`config.mk`:
```
export PLATFORM = sky130hd
export DESIGN_NAME = pcs_descrambler_257
export DESIGN_NICKNAME = d
export VERILOG_FILES = /design/src/rtl/pcs_chk_pkg.sv /design/src/rtl/pcs_descrambler_257.sv
export SDC_FILE = /design/constraint.sdc
export NUM_CORES = 1
export LEC_CHECK = 0
export ABC_AREA = 1
export CORE_AREA = 2 2 200 202
export DETAILED_ROUTE_END_ITERATION = 6
export DIE_AREA = 0 0 202 204
export SYNTH_ARGS = -nofsm -noshare
export SYNTH_HDL_FRONTEND = slang
export SYNTH_SLANG_ARGS = --single-unit
```
`constraint.sdc`:
```
create_clock -name clk -period 0.9 [get_ports clk]
set_input_delay 0.225 -clock clk [delete_from_list [all_inputs] [get_ports clk]]
set_output_delay 0.225 -clock clk [all_outputs]
set_load 0.005 [all_outputs]
```
`src/rtl/pcs_chk_pkg.sv`:
```
// rtl/pcs_chk_pkg.sv - shared types and constants for the 257b receive checker
package pcs_chk_pkg;

  typedef enum logic [1:0] {
    LOCK_INIT = 2'd0,
    LOCK_TEST = 2'd1,
    LOCKED    = 2'd2
  } lock_state_t;

  localparam int SCR_TAP_A = 39;
  localparam int SCR_TAP_B = 58;
  localparam int LOCK_WINDOW = 64;

  localparam logic       HDR_DATA      = 1'b1;
  localparam logic [3:0] ILLEGAL_FLAGS = 4'hF;

  // A control-carrying block whose flags claim "no control block" is malformed.
  function automatic logic hdr_is_bad(input logic [4:0] hdr);
    return (hdr[0] != HDR_DATA) && (hdr[4:1] == ILLEGAL_FLAGS);
  endfunction

endpackage

```
`src/rtl/pcs_descrambler_257.sv`:
```
// rtl/pcs_descrambler_257.sv - self-synchronizing 1 + x^39 + x^58 descrambler, one block per cycle
module pcs_descrambler_257
  import pcs_chk_pkg::*;
#(
  parameter int WIDTH = 256
) (
  input  logic             clk,
  input  logic             rst_n,
  input  logic             advance,
  input  logic [WIDTH-1:0] scr_in,
  output logic [WIDTH-1:0] data_out
);

  logic [SCR_TAP_B-1:0]       state;
  logic [WIDTH+SCR_TAP_B-1:0] hist;

  // hist[k] is scrambled bit k counted from 58 bits before this block's first bit
  assign hist = {scr_in, state};

  assign data_out = hist[WIDTH+SCR_TAP_B-1:SCR_TAP_B]
                  ^ hist[WIDTH+SCR_TAP_B-1-SCR_TAP_A:SCR_TAP_B-SCR_TAP_A]
                  ^ hist[WIDTH-1:0];

  always_ff @(posedge clk or negedge rst_n) begin
    if (!rst_n) begin
      state <= '0;
    end else if (advance) begin
      state <= scr_in[WIDTH-1:WIDTH-SCR_TAP_B];
    end
  end

endmodule

```
# Word-level counts from Yosys, hierarchy flattened
# Index checks and enable logic that the tools add are counted.
# totals
romBits,0
output_inout_bits,256
ff_bits,58
latchBits,0
mem_count,0
input_bits,259
wordCells,3
mem_bits_rw,0
# op_classes
multipliers,0
n_reduce_logical,0
shifts,0
bitwise,2
n_lt_le_gt_ge,0
muxes,0
eq_ne,0
n_addsub,0
n_div,0
# op_table
op,n
$xor 256x256->256,2

# Logic depth before layout (Yosys ltp)
# Gate-level depths: netlist (run 1).
# depth
ltp_word,2
mapped_depth,5
ltp_nobuf,5

# Least setup slack after synthesis (run 1)
# OpenSTA, ideal clock, no wires.
# synth_path
path_kind,register to output
startpoint,register state[38]
endpoint,output port data_out[19]
slack_ps,22
path_buffers,0
required_time_ps,675
arrival_time_ps,653
stages_incl_launch_ff,6
path_cell_list,dfrtp_1 -> inv_1 -> nand2_1 -> nand2_1 -> nand2_1 -> nand2_1
# synth_between
elab_chain_cells,2
# synth_rtl
item,line_no,rtl
start: declaration,pcs_descrambler_257.sv:14,logic [SCR_TAP_B-1:0] state;
start signal: assignment,pcs_descrambler_257.sv:28,state <= scr_in[WIDTH-1:WIDTH-SCR_TAP_B];
$xor 256x256->256,pcs_descrambler_257.sv:21,^ hist[WIDTH+SCR_TAP_B-1-SCR_TAP_A:SCR_TAP_B-SCR_TAP_A]
$xor 256x256->256,pcs_descrambler_257.sv:22,^ hist[WIDTH-1:0];
end: declaration,pcs_descrambler_257.sv:11,output logic [WIDTH-1:0] data_out
# Every way passes these cells.

# Final worst setup path (run 1)
# layout_path
startpoint,register state[53]
endpoint,output port data_out[34]
# Same word-level chain as after synthesis.

==> out/metrics.cfg, run 1 <==
[timing]
setup_ws_ns=-0.535
fin_crit_sh_pct=159
period_minus_slack_ns=1.44
finClkSkew_ns=0
worst-slew-pin-transition_ns=0.196
slew_headroom_pct=86.9
fmax_mhz=697
slew_violations=0
rsz0062_at_grt=true
setup_viol=259
hold_viol=0
setup-tns-final_ns=-41.15

[placed_design]
gp_congestion=1.01
place_area_um2=18400
post-dp-hpwl_um=41100
io_buffer_count=514

[final_layout]
diodes=0
largestRegisters=state x58
stdcell_area_um2=25800
top_register=state
n_fill_cell=3060
finish.utilization_pct=65.8
drive_above_1_share_pct=69.1
largest_reg_flops=58
syn_to_final_growth_pct=176
nNetsFinal=3368

[routing]
via_per_inst=4.69
wl_um=57300
drtIter0Drc=596
drc_errors=6
first_pass_iters=7
wl_per_cell_um=15.8
via_count=17100
ant_nets=0

[worst_setup_path]
crit_required_ns=0.67
r2r_setup_slack_ns=-0.07
path_delay_family=flip-flops
crit_buf_inv=2
timing.rr.start=state[32]$_DFFE_PN0P_
cp_common_cell=nand2_1
worst-setup-path-type=reg -> out
path_cells=inv_2, nand2_2, nand2_1, nand2_1, nand2_1, buf_2
crit_start=state[53]$_DFFE_PN0P_
rr_endpoint=state[32]$_DFFE_PN0P_
critPathSlowestCell=dfrtp_1
r2r_cells=5
worstPathArrival_ns=1.21
cp-end-kind=output port
startpoint_type=flip-flop
critPathMaxStageDelay_ns=0.42
crit_fanout=3

[grt]
grt_pass1_wl_um=78500
grt_max_degree=43
grt_pass1_vias=15800
antenna_found_initial=0
track_usage_pct=23.6
grt.overflow.total=0

[synthesis]
syn_nets=2296
syn_area_per_cell_um2=4.58
syn-cell-area_um2=9320
synth_xor_area_share_pct=0
synth-compound-area-share_pct=3.11
synth_simple_gate_area_share_pct=67.6
synth_top_family_by_area=simple AND/OR/NAND/NOR gates
yosys_warnings=0
ys_seq_area_share_pct=15.6
synth-seq-cells=58
synthMuxAreaShare_pct=0
synth_cell_types=9
synthAdderAreaFrac_pct=0
synthCells=2037

[floorplan]
rows=73
die_w_um=202
core-area_um2=39200
start_util_pct=23.8
ioPinCount=515
die_y_um=204
die_area_um2=41200

[cts]
cts_htree_levels=3
clk_latency_ns=0.33
numCtsBuffers=9
ctsLongestPathBuffers=2
cts_root_buf=clkbuf_16
clkTransAtPathRegs_ns=0.06
cts_tree=built
clock_sinks=58

[run_status]
violations=DRC, setup timing
outcome=complete, but fails checks

[run]
drv_cap=0

[power_and_ir_drop]
p_total_w=0.0201
ir_drop_uv=734
powerDensity_nw_per_um2=779
p_leak_nw=14.7

[hold_path]
hold_depth=4
holdPathEnd=state[53]$_DFFE_PN0P_
min_from=scr_in[251]
hp-class=in -> reg

==> cells in the final DEF (no fill, tap or decap), types with 15 or more instances in the layout <==
master	instances
nand2_1	640
inv_6	23
inv_4	59
nand2_2	440
clkinv_8	47
inv_2	75
buf_2	209
buf_8	62
dfrtp_1	57
inv_1	22
nand3_2	59
buf_6	222
o21ai_1	29
buf_12	152
inv_8	86
nand3_1	197
buf_4	427
nand2_4	258
o21ai_0	15
==> cells in the mapped netlist <==
| master | number | area [um^2] |
|---|---|---|
| dfrtp_1 | 58 | 1450 |
| o21ai_0 | 18 | 90.1 |
| buf_6 | 5 | 56.3 |
| buf_4 | 1 | 7.51 |
| nand3_1 | 256 | 1280 |
| nand2_1 | 1338 | 5020 |
| inv_1 | 314 | 1180 |
| o21ai_1 | 40 | 200 |
| buf_2 | 7 | 35.0 |
==> metrics by stage <==
stage	hold WS, ns	setup WS, ns	cells
6_report	0.207	-0.535	3638
3_5_place_dp	0.213	-1.08	3502
4_1_cts	0.195	-0.541	3622
5_1_grt	0.201	-0.612	3638
2_1_floorplan	-0.0706	0.0221	2037
3_3_place_gp	0.202	-1.07	3502
==> worst max path at each step <==
stage	end	slack (ns)	cells after the start
2_1_floorplan	data_out[19]	0.02	5
3_3_place_gp	data_out[73]	-1.07	6
3_5_place_dp	data_out[245]	-1.08	6
4_1_cts	data_out[24]	-0.54	6
5_1_grt	data_out[34]	-0.61	6
6_report	data_out[34]	-0.54	6
==> report_power, final <==
| part | switching [W] | total, W | internal, W |
|---|---|---|---|
| Combinational | 0.00666 | 0.0139 | 0.00728 |
| Clock | 0.00125 | 0.00308 | 0.00183 |
| Sequential | 0.000205 | 0.00305 | 0.00285 |
==> worst reg2reg max path, cell delays in order (launching register included) <==
cell     delay, ns
dfrtp_1       0.37
inv_2         0.06
buf_4         0.12
buf_4         0.12
buf_4         0.12
o21ai_1       0.10
==> timing repair <==
action                      CTS  global route
gates resized for setup    3543          1422
setup endpoints to repair   259           273
hold endpoints to repair     58             0
pin swaps                   238           430
hold buffers                  1             0
buffers inserted            109            43
cloned                        0             0
==> routing by layer <==
| layer | global-route usage, % | wire, um | up-vias |
|---|---|---|---|
| met2 | 44.6 | 30300 | 591 |
| met3 | 3.44 | 2890 | 204 |
| met5 | 0 | 0 | - |
| met4 | 8.72 | 2940 | 0 |
| li1 | - | - | 8428 |
| met1 | 26.7 | 21200 | 7836 |
==> cell families after synthesis <==
logic type,Yosys count
AND/OR/NAND/NOR,1594
AO/OA/AOI/OAI,58
flip-flops,58
buffers and inverters,327
==> final cells by class <==
type / count / area [um^2] / share of cell area, %
Tap cell: 525 / 657 / 2.55
Clock buffer: 11 / 233 / 0.903
Inverter: 314 / 2690 / 10.4
Multi-Input combinational cell: 1652 / 9980 / 38.7
Clock inverter: 4 / 20.0 / 0.0777
Sequential cell: 58 / 1450 / 5.64
Timing Repair Buffer: 1074 / 10700 / 41.7
Note: power is estimated with default switching activity, not from simulation.
==> run 2: changes to the inputs <==
--- a/config.mk
+++ b/config.mk
@@ -12,3 +12,4 @@
 export SYNTH_ARGS = -nofsm -noshare
 export SYNTH_HDL_FRONTEND = slang
 export SYNTH_SLANG_ARGS = --single-unit
+export TNS_END_PERCENT = 5
==> out/metrics.cfg, run 2 (synthesis results as in run 1) <==
[run_status]
outcome=complete, but fails checks
violations=setup timing

[placed_design]
post-dp-hpwl_um=41100
io_buffer_count=514
place_inst=3502
gp_congestion=1.01

[final_layout]
nNetsFinal=3272
n_fill_cell=4374
top_register=state
final_common_cell=nand2_1
largest_reg_flops=58
mostFrequentLayoutCells=nand2_1, buf_4, nand3_1
multi_input_area_um2=6910
diodes=0
drive_above_1_share_pct=41.4
syn_to_final_growth_pct=90.5
stdcell_count=3542
largestRegisters=state x58
seqCellArea_um2=1450
finish.utilization_pct=45.3

[worst_setup_path]
cp-end-kind=output port
critPathSlowestCell=dfrtp_1
worstPathArrival_ns=1.20
path_cells=inv_2, nand2_2, nand2_1, nand2_1, nand2_1, buf_2
critPathMaxStageDelay_ns=0.42
startpoint_type=flip-flop
worst-setup-path-type=reg -> out
rr_endpoint=state[42]$_DFFE_PN0P_
r2r_setup_slack_ns=-0.44
timing.rr.start=state[42]$_DFFE_PN0P_
crit_start=state[53]$_DFFE_PN0P_
cp_common_cell=nand2_1
r2r_cells=8
crit_required_ns=0.67
crit_fanout=3
crit_buf_inv=2
path_delay_family=flip-flops

[timing]
fin_crit_sh_pct=158
finClkSkew_ns=0
fmax_mhz=702
period_minus_slack_ns=1.42
hold_ws_ns=0.210
slew_headroom_pct=87.0
rsz0062_at_grt=true
hold_viol=0
worst-slew-pin-transition_ns=0.194
setup_viol=257
setup_ws_ns=-0.524
slew_violations=0
setup-tns-final_ns=-60.56

[hold_path]
hp-class=in -> reg
min_from=advance
holdPathEnd=state[45]$_DFFE_PN0P_
hold_depth=2

[cts]
cts_tree=built
clkTransAtPathRegs_ns=0.06
clk_latency_ns=0.33
clock_sinks=58
ctsLongestPathBuffers=2
cts_root_buf=clkbuf_16
numCtsBuffers=9
cts_htree_levels=3

[routing]
via_count=15400
ant_nets=0
via_per_inst=4.35
drtIter0Drc=634
drc_errors=0
first_pass_iters=5
wl_per_cell_um=13.4
wl_um=47400

[grt]
grt_pass1_vias=14700
grt_pass1_wl_um=73400
track_usage_pct=22.2
grt_max_degree=43
antenna_found_initial=3
grt.overflow.total=0

[power_and_ir_drop]
p_leak_nw=11.6
powerDensity_nw_per_um2=872
ir_drop_uv=734

[floorplan]
ioPinCount=515
die_y_um=204
rows=73
start_util_pct=23.8
die_w_um=202
die_area_um2=41200
core-area_um2=39200

[run]
drv_cap=0

## run 2: changes by cell type in the layout (fill, tap and decap cells not counted), moves of 117 or more
cell and change:
buf_12 -146, buf_4 +123, buf_6 -170, inv_2 +117, nand2_1 +580, nand2_2 -323
nand2_4 -257
## run 2: cell type report
type,count,area share (%)
sequential,58,8.18
clock inverter,4,0.113
timing repair buffer,978,40.6
inverter,314,7.19
clock buffer,11,1.31
tap,525,3.70
multi-input combinational,1652,38.9
## run 2: metal layers
layer	up-vias	track usage (%)	wire, um
li1	8151	-	-
met3	98	4.40	2730
met4	6	8.27	1810
met2	415	41.0	23300
met1	6755	25.2	19600
met5	-	0	32
## run 2: power by group
| part | internal [W] | leakage (nW) | switching [W] |
|---|---|---|---|
| registers | 0.00285 | 0.703 | 0.000195 |
| logic | 0.00465 | 10.8 | 0.00471 |
| clock network | 0.00183 | 0.129 | 0.00125 |
## run 2: what timing repair did
action,4_1_cts,5_1_grt
hold endpoints to repair,58,0
gates resized for setup,1259,985
hold buffers,1,0
setup endpoints to repair,259,267
pin swaps,17,37
setup buffers,24,0
gates cloned,0,0
## run 2: worst max path at each step
stage | to | cells past startpoint | slack [ns]
global placement | data_out[73] | 6 | -1.07
CTS | data_out[19] | 6 | -0.55
floorplan | data_out[19] | 5 | 0.02
global route | data_out[34] | 6 | -0.61
detailed placement | data_out[245] | 6 | -1.08
finish | data_out[34] | 6 | -0.52
## run 2: worst register-to-register path: stages (launching register included)
cell and delay [ns]:
dfrtp_1 0.39, inv_2 0.06, buf_4 0.13, buf_4 0.12, buf_4 0.12, buf_4 0.12
buf_4 0.12, buf_4 0.12, o21ai_1 0.10
## run 2: through the flow
step           instance area, um^2  power, W  setup slack (ns)
2_1_floorplan                 9320   0.00631            0.0221
3_3_place_gp                 18400    0.0131             -1.07
3_5_place_dp                 18400    0.0131             -1.08
4_1_cts                      18200    0.0154            -0.547
5_1_grt                      17800    0.0167            -0.612
6_report                     17800    0.0155            -0.524
==> run 3: changes to the inputs <==
--- a/config.mk
+++ b/config.mk
@@ -7,6 +7,7 @@
 export LEC_CHECK = 0
 export ABC_AREA = 1
 export CORE_AREA = 2 2 200 202
+export CTS_CLUSTER_DIAMETER = 150
 export DETAILED_ROUTE_END_ITERATION = 6
 export DIE_AREA = 0 0 202 204
 export SYNTH_ARGS = -nofsm -noshare
==> results of run 3 <==
The final DEF is identical to that of run 2; final timing and power are the same.
